[src/rtl/mainfsm_pkg.sv]
// Shared definitions for the multicycle ARM main control FSM.
// FSM_HALT_EN swaps the one-cycle UNKNOWN state for a sticky HALT state.
package mainfsm_pkg;

  localparam int STATE_W = 4;

  typedef enum logic [STATE_W-1:0] {
    FETCH    = 4'd0,
    DECODE   = 4'd1,
    MEMADR   = 4'd2,
    MEMRD    = 4'd3,
    MEMWB    = 4'd4,
    MEMWR    = 4'd5,
    EXECUTER = 4'd6,
    EXECUTEI = 4'd7,
    ALUWB    = 4'd8,
    BRANCH   = 4'd9,
`ifdef FSM_HALT_EN
    HALT     = 4'd10
`else
    UNKNOWN  = 4'd10
`endif
  } state_t;

  localparam logic [1:0] SRCB_REG  = 2'b00;
  localparam logic [1:0] SRCB_IMM  = 2'b01;
  localparam logic [1:0] SRCB_FOUR = 2'b10;

  localparam logic [1:0] RES_ALUOUT = 2'b00;
  localparam logic [1:0] RES_DATA   = 2'b01;
  localparam logic [1:0] RES_ALU    = 2'b10;

  localparam logic [1:0] OP_DP  = 2'b00;
  localparam logic [1:0] OP_MEM = 2'b01;
  localparam logic [1:0] OP_B   = 2'b10;

endpackage

[src/rtl/mainfsm_if.sv]
// Instruction-field inputs and datapath control outputs of the main FSM.
// The master side is the FSM; the slave side is the datapath/condition logic.
interface mainfsm_if;
  logic [1:0] op;
  logic [5:0] funct;
  logic       irwrite;
  logic       adrsrc;
  logic       alusrca;
  logic [1:0] alusrcb;
  logic [1:0] resultsrc;
  logic       aluop;
  logic       nextpc;
  logic       regw;
  logic       memw;
  logic       branch;
  logic       halted;

  modport master (
    input  op, funct,
    output irwrite, adrsrc, alusrca, alusrcb, resultsrc, aluop,
           nextpc, regw, memw, branch, halted
  );

  modport slave (
    output op, funct,
    input  irwrite, adrsrc, alusrca, alusrcb, resultsrc, aluop,
           nextpc, regw, memw, branch, halted
  );
endinterface

[src/rtl/mainfsm.sv]
// Moore main control FSM for the multicycle ARM core.
// Define FSM_HALT_EN to make illegal opcodes park the core in HALT until reset.
module mainfsm
  import mainfsm_pkg::*;
(
  input  logic      clk,
  input  logic      reset,
  mainfsm_if.master bus
);

  state_t state;
  state_t next;

  // Only I and L are decoded here; the rest of funct belongs to the ALU decoder.
  logic unused_funct;
  assign unused_funct = ^bus.funct[4:1];

  always_ff @(posedge clk) begin
    if (reset) state <= FETCH;
    else       state <= next;
  end

  always_comb begin
    next          = FETCH;
    bus.irwrite   = 1'b0;
    bus.adrsrc    = 1'b0;
    bus.alusrca   = 1'b0;
    bus.alusrcb   = SRCB_REG;
    bus.resultsrc = RES_ALUOUT;
    bus.aluop     = 1'b0;
    bus.nextpc    = 1'b0;
    bus.regw      = 1'b0;
    bus.memw      = 1'b0;
    bus.branch    = 1'b0;
    bus.halted    = 1'b0;

    case (state)
      FETCH: begin
        next          = DECODE;
        bus.irwrite   = 1'b1;
        bus.nextpc    = 1'b1;
        bus.alusrca   = 1'b1;
        bus.alusrcb   = SRCB_FOUR;
        bus.resultsrc = RES_ALU;
      end
      DECODE: begin
        bus.alusrca   = 1'b1;
        bus.alusrcb   = SRCB_FOUR;
        bus.resultsrc = RES_ALU;
        case (bus.op)
          OP_MEM:  next = MEMADR;
          OP_DP:   next = bus.funct[5] ? EXECUTEI : EXECUTER;
          OP_B:    next = BRANCH;
`ifdef FSM_HALT_EN
          default: next = HALT;
`else
          default: next = UNKNOWN;
`endif
        endcase
      end
      MEMADR: begin
        next        = bus.funct[0] ? MEMRD : MEMWR;
        bus.alusrcb = SRCB_IMM;
      end
      MEMRD: begin
        next       = MEMWB;
        bus.adrsrc = 1'b1;
      end
      MEMWB: begin
        bus.resultsrc = RES_DATA;
        bus.regw      = 1'b1;
      end
      MEMWR: begin
        bus.adrsrc = 1'b1;
        bus.memw   = 1'b1;
      end
      EXECUTER: begin
        next      = ALUWB;
        bus.aluop = 1'b1;
      end
      EXECUTEI: begin
        next        = ALUWB;
        bus.alusrcb = SRCB_IMM;
        bus.aluop   = 1'b1;
      end
      ALUWB: begin
        bus.regw = 1'b1;
      end
      BRANCH: begin
        bus.alusrcb   = SRCB_IMM;
        bus.resultsrc = RES_ALU;
        bus.branch    = 1'b1;
      end
`ifdef FSM_HALT_EN
      HALT: begin
        next       = HALT;
        bus.halted = 1'b1;
      end
`else
      UNKNOWN: next = FETCH;
`endif
      default: next = FETCH;
    endcase
  end

endmodule

[src/flat_wrapper.sv]
// flat-port wrapper written by rule: the top's interface ports become plain ports
module mainfsm_flat import mainfsm_pkg::*;
  (clk, reset, bus_op, bus_funct, bus_irwrite, bus_adrsrc, bus_alusrca, bus_alusrcb, bus_resultsrc, bus_aluop, bus_nextpc, bus_regw, bus_memw, bus_branch, bus_halted);
  mainfsm_if bus_i ();
  input  logic clk;
  input  logic reset;
  input wire logic [$bits(bus_i.op)-1:0] bus_op;
  input wire logic [$bits(bus_i.funct)-1:0] bus_funct;
  output wire logic [$bits(bus_i.irwrite)-1:0] bus_irwrite;
  output wire logic [$bits(bus_i.adrsrc)-1:0] bus_adrsrc;
  output wire logic [$bits(bus_i.alusrca)-1:0] bus_alusrca;
  output wire logic [$bits(bus_i.alusrcb)-1:0] bus_alusrcb;
  output wire logic [$bits(bus_i.resultsrc)-1:0] bus_resultsrc;
  output wire logic [$bits(bus_i.aluop)-1:0] bus_aluop;
  output wire logic [$bits(bus_i.nextpc)-1:0] bus_nextpc;
  output wire logic [$bits(bus_i.regw)-1:0] bus_regw;
  output wire logic [$bits(bus_i.memw)-1:0] bus_memw;
  output wire logic [$bits(bus_i.branch)-1:0] bus_branch;
  output wire logic [$bits(bus_i.halted)-1:0] bus_halted;
  assign bus_i.op = bus_op;
  assign bus_i.funct = bus_funct;
  assign bus_irwrite = bus_i.irwrite;
  assign bus_adrsrc = bus_i.adrsrc;
  assign bus_alusrca = bus_i.alusrca;
  assign bus_alusrcb = bus_i.alusrcb;
  assign bus_resultsrc = bus_i.resultsrc;
  assign bus_aluop = bus_i.aluop;
  assign bus_nextpc = bus_i.nextpc;
  assign bus_regw = bus_i.regw;
  assign bus_memw = bus_i.memw;
  assign bus_branch = bus_i.branch;
  assign bus_halted = bus_i.halted;
  mainfsm u_core (.clk(clk), .reset(reset), .bus(bus_i));
endmodule
[config.mk]
export PLATFORM = sky130hd
export DESIGN_NAME = mainfsm_flat
export DESIGN_NICKNAME = d
export VERILOG_FILES = /design/src/rtl/mainfsm_pkg.sv /design/src/rtl/mainfsm_if.sv /design/src/rtl/mainfsm.sv /design/src/flat_wrapper.sv
export SDC_FILE = /design/constraint.sdc
export NUM_CORES = 1
export LEC_CHECK = 0
export CAP_MARGIN = 30
export CORE_AREA = 2 2 39 41
export CTS_CLUSTER_SIZE = 10
export DETAILED_ROUTE_END_ITERATION = 16
export DIE_AREA = 0 0 41 43
export GPL_TIMING_DRIVEN = 0
export SYNTH_ARGS = -nofsm -noshare
export SYNTH_HDL_FRONTEND = slang
export SYNTH_SLANG_ARGS = --single-unit
export TNS_END_PERCENT = 1
[constraint.sdc]
create_clock -name clk -period 3.8 [get_ports clk]
set_clock_uncertainty 0.15 [all_clocks]
set_input_delay 0.95 -clock clk [delete_from_list [all_inputs] [get_ports clk]]
set_output_delay 0.95 -clock clk [all_outputs]
set_load 0.05 [all_outputs]
Yosys cells after proc, flatten, opt, wreduce, memory -nomap -nowiden
Cells that the tools add are included.
{ "totals": {"ramBits": 0, "input_bits": 10, "rom_bits": 0, "regBits": 4, "mem_count": 0, "latchBits": 0} }
{ "op_classes": {"eq_ne": 11, "reduce_logical": 8, "magnitude_cmp": 0, "n_shift": 0, "n_div": 0, "n_mux": 13, "n_mul": 0, "bitwise_logic": 0, "addsub": 0} }
{ "ops": {"columns": ["op", "count"], "rows": [
  ["4-bit one-hot mux with 5 select lines", 1],
  ["4-bit by 3-bit equality test with 1-bit output (second input constant)", 4],
  ["4-bit one-hot mux with 3 select lines", 1],
  ["4-bit by 2-bit equality test with 1-bit output (second input constant)", 2],
  ["4-bit equality test (second input constant)", 2],
  ["1-bit two-way mux", 8],
  ["2-bit one-hot mux with 2 select lines", 2],
  ["2-bit OR reduction", 4],
  ["3-bit OR reduction", 2],
  ["4-bit by 1-bit equality test with 1-bit output (second input constant)", 1],
  ["4-bit zero test", 1],
  ["3-bit two-way mux", 1],
  ["2-bit by 1-bit equality test with 1-bit output (second input constant)", 1],
  ["2-bit equality test (second input constant)", 1],
  ["2-bit zero test", 1]
]} }

Logic depth before layout (Yosys ltp)
{ "logic_depth": {"depth_word": 3, "ltp_mapped": 4, "ltp_nobuf": 3} }

Worst setup path after synthesis
OpenSTA, ideal clock, no wires.
{ "synth_timing": {"kind": "register to output", "from": "reg u_core.state[1]", "to": "out bus_nextpc", "slack_ps": 203, "t_required_ps": 2700, "t_arrival_ps": 2497, "stages_incl_launch_ff": 4, "path_cell_list": "dfxtp_1 buf_2 nor4_1 buf_4"} }
{ "synth_via": {"elab_chain_cells": 2} }
{ "synth_rtl": {"columns": ["item", "line_no", "text"], "rows": [
  ["start: declaration", "mainfsm.sv:11", "state_t state;"],
  ["start signal: assignment", "mainfsm.sv:20", "else state <= next;"],
  ["4-bit zero test", null, null],
  ["1-bit two-way mux", null, null],
  ["end: declaration", "flat_wrapper.sv:15", "output wire logic [$bits(bus_i.nextpc)-1:0] bus_nextpc;"]
]} }
No other way between the ends.

Worst setup path after layout
{ "layout_timing": {"from": "reg u_core.state[1]", "to": "out bus_nextpc"} }
{ "layout_via": {"elab_chain_cells": 2} }
{ "layout_rtl": {"columns": ["item", "line_no", "text"], "rows": [
  ["4-bit zero test", "mainfsm.sv:37", "case (state)"],
  ["1-bit two-way mux", "mainfsm.sv:37", null]
]} }
No other way between the ends.

==> results.py <==
metrics = {
    "pwr": {
        "powerDensity_nw_per_um2": 433,
        "p_clk_share_pct": 22.6,
        "internal-power_uw": 133,
        "total_power_uw": 238,
        "p_seq_share_pct": 19.9,
        "ir_worst_vdd_mv": 0.192,
        "p_comb_share_pct": 57.5,
        "netSwitchingFraction_pct": 44.0,
        "p_leak_uw": 0.000210,
        "switchingPower_uw": 105,
    },
    "cells_and_area": {
        "top_register": "u_core.state",
        "diodes": 0,
        "fin_cells": 79,
        "area_delta_synth_final_pct": 63.0,
        "mostFrequentLayoutCells": "17 x clkdlybuf4s50_1, 5 x nor2_1, 5 x nor3_1, 4 x dfxtp_1",
        "mostFrequentLayoutCell": "clkdlybuf4s50_1",
        "nets": 75,
        "largest_reg_flops": 4,
        "drive_above_1_share_pct": 23.8,
        "largestRegisters": "u_core.state (4)",
    },
    "setup_path": {
        "cp_top_family": "buffers and inverters",
        "worstPathRequired_ns": 2.70,
        "start_kind": "register",
        "critPathMaxStageDelay_ns": 0.79,
        "critPathMaxFanout": 10,
        "arrival_ns": 2.04,
        "cp.buffers_inverters": 3,
        "setup.worst_path.class": "reg2out",
        "cp_slowest_cell": "clkdlybuf4s50_1",
        "setup.worst_path.end_class": "primary output",
        "crit_chain": "buf_2 > nor4_1 > buf_4 > clkdlybuf4s50_1",
    },
    "clock_network": {
        "cts-root-buf": "clkbuf_4",
        "cts_sinks": 4,
        "cts_tree": "done",
        "clock_latency_ns": 0.24,
        "clockBufferDepth": 2,
        "cts_resized": 0,
        "holdBufCountCts": 0,
        "numCtsBuffers": 3,
        "cts_setup_buffers": 0,
        "clk_pin_slew_ns": 0.04,
        "htree_levels": 1,
    },
    "yosys": {
        "ys_seq_elements": 4,
        "syn_area_um2": 338,
        "synthCells": 43,
        "ys_warn_count": 0,
        "syn_nets": 53,
        "yosysSeqAreaShare_pct": 23.7,
        "synth.avg_cell_area_um2": 7.86,
        "synth.distinct_cells": 25,
    },
    "placed_design": {
        "gp_congestion": 0.750,
        "port_buffers": 17,
        "dp_hpwl_um": 586,
        "place_inst": 76,
    },
    "route": {
        "vias": 354,
        "drt_iter0_markers": 6,
        "viasPerCell": 4.48,
        "wl_per_cell_um": 9.53,
        "firstDrtPassIters": 3,
        "drc": 0,
        "wirelength_um": 753,
        "ant_nets": 0,
    },
    "sta": {
        "tns_ns": 0,
        "finalCriticalPeriod_ns": 3.14,
        "slew_headroom_pct": 66.8,
        "tightest_slew_ns": 0.497,
        "drv_slew": 0,
        "setup_viol": 0,
        "hold_viol": 0,
        "max_freq_ghz": 0.319,
        "rsz0062_at_grt": "false",
        "fin_crit_sh_pct": 82.6,
    },
    "job": {
        "maxCapViolCount": 0,
    },
    "hold_path": {
        "hold_class": "reg2reg",
    },
    "floorplan": {
        "die_h_um": 43,
        "dieArea_um2": 1760,
        "io_pins": 23,
        "core-area_um2": 1380,
        "die-width_um": 41,
        "initial_core_util_pct": 24.4,
        "rows": 14,
    },
    "global_routing": {
        "grt_first_pass_wirelength_mm": 1.13,
        "grt.overflow.total": 0,
        "grt_max_degree": 11,
        "grt_pass1_vias": 266,
        "track_usage_pct": 9.84,
        "antenna_found_initial": 0,
    },
    "status": {
        "status": "finished clean",
    },
}
## tightest hold or removal path: stages (launching register included)
cell     delay (ns)
dfxtp_1        0.31
buf_6          0.13
a21oi_2        0.05
## layer usage
| metal | track usage [%] | wire length [um] | vias up |
|---|---|---|---|
| met1 | 11.9 | 338 | 150 |
| met3 | 7.85 | 94 | 0 |
| met4 | 2.00 | 0 | 0 |
| met2 | 13.4 | 319 | 19 |
| li1 | - | - | 185 |
| met5 | 0 | 0 | - |
## synth_stat cells
master    number  share of area, %
a21oi_2        2               5.2
nor4_1         1               1.9
conb_1         1               1.1
nor3_1         5               7.4
a211oi_1       1               2.2
inv_1          3               3.3
buf_2          1               1.5
buf_4          2               4.4
nand2b_2       2               5.2
o21bai_1       1               2.2
xnor2_1        1               2.6
or2_2          1               1.9
buf_6          3                10
or3_4          1               3.3
o31a_1         1               2.6
nand2_1        1               1.1
xor2_1         1               2.6
nand3_1        1               1.5
nor2_1         5               5.6
nand2b_1       1               1.9
nor2b_1        1               1.9
o32ai_1        1               2.6
o32a_1         1               3.0
o21ai_0        1               1.5
dfxtp_1        4                24
## power by group through the flow
stage	logic, uW	clock network (uW)	registers (uW)
2_1_floorplan	98.9	0	47.9
3_3_place_gp	137	0	47.9
3_5_place_dp	138	0	48.0
4_1_cts	138	56.1	47.3
5_1_grt	145	59.0	47.5
6_report	137	53.9	47.3
## through the flow
step           utilization [%]  hold slack [ns]  setup slack [ns]  instance area (um^2)
4_1_cts                   39.8            0.392             0.655                   551
3_5_place_dp              38.2            0.387             0.915                   528
3_3_place_gp              38.2            0.383             0.905                   528
5_1_grt                   39.8            0.413             0.602                   551
2_1_floorplan                -            0.364             0.203                   338
6_report                  39.8            0.390             0.661                   551
## area by class of cell
type                       count  area (um^2)
multi-input combinational     30          193
clock buffer                   3         22.5
timing repair buffer          17          170
tap                           16         20.0
fill                         161          833
buffer                         6         53.8
inverter                       3         11.3
sequential                     4         80.1
## path summary, 6_finish.rpt
kind | start | end | slack [ns] | cells after the start
hold / removal | u_core.state[0] | u_core.state[0] | 0.39 | 2
hold reg to reg | u_core.state[0] | u_core.state[0] | 0.39 | 2
setup / recovery | u_core.state[1] | bus_nextpc | 0.66 | 4
setup reg to reg | u_core.state[3] | u_core.state[0] | 2.65 | 3
## logic make-up after synthesis
logic type      Yosys count  share of synthesized area (%)
compound gates            8                           19.3
xor+xnor                  2                           5.19
buf+inv                   9                           19.3
flops                     4                           23.7
other cells               1                           1.11
simple gates             19                           31.5
Note: power is estimated with default switching activity, not from simulation.
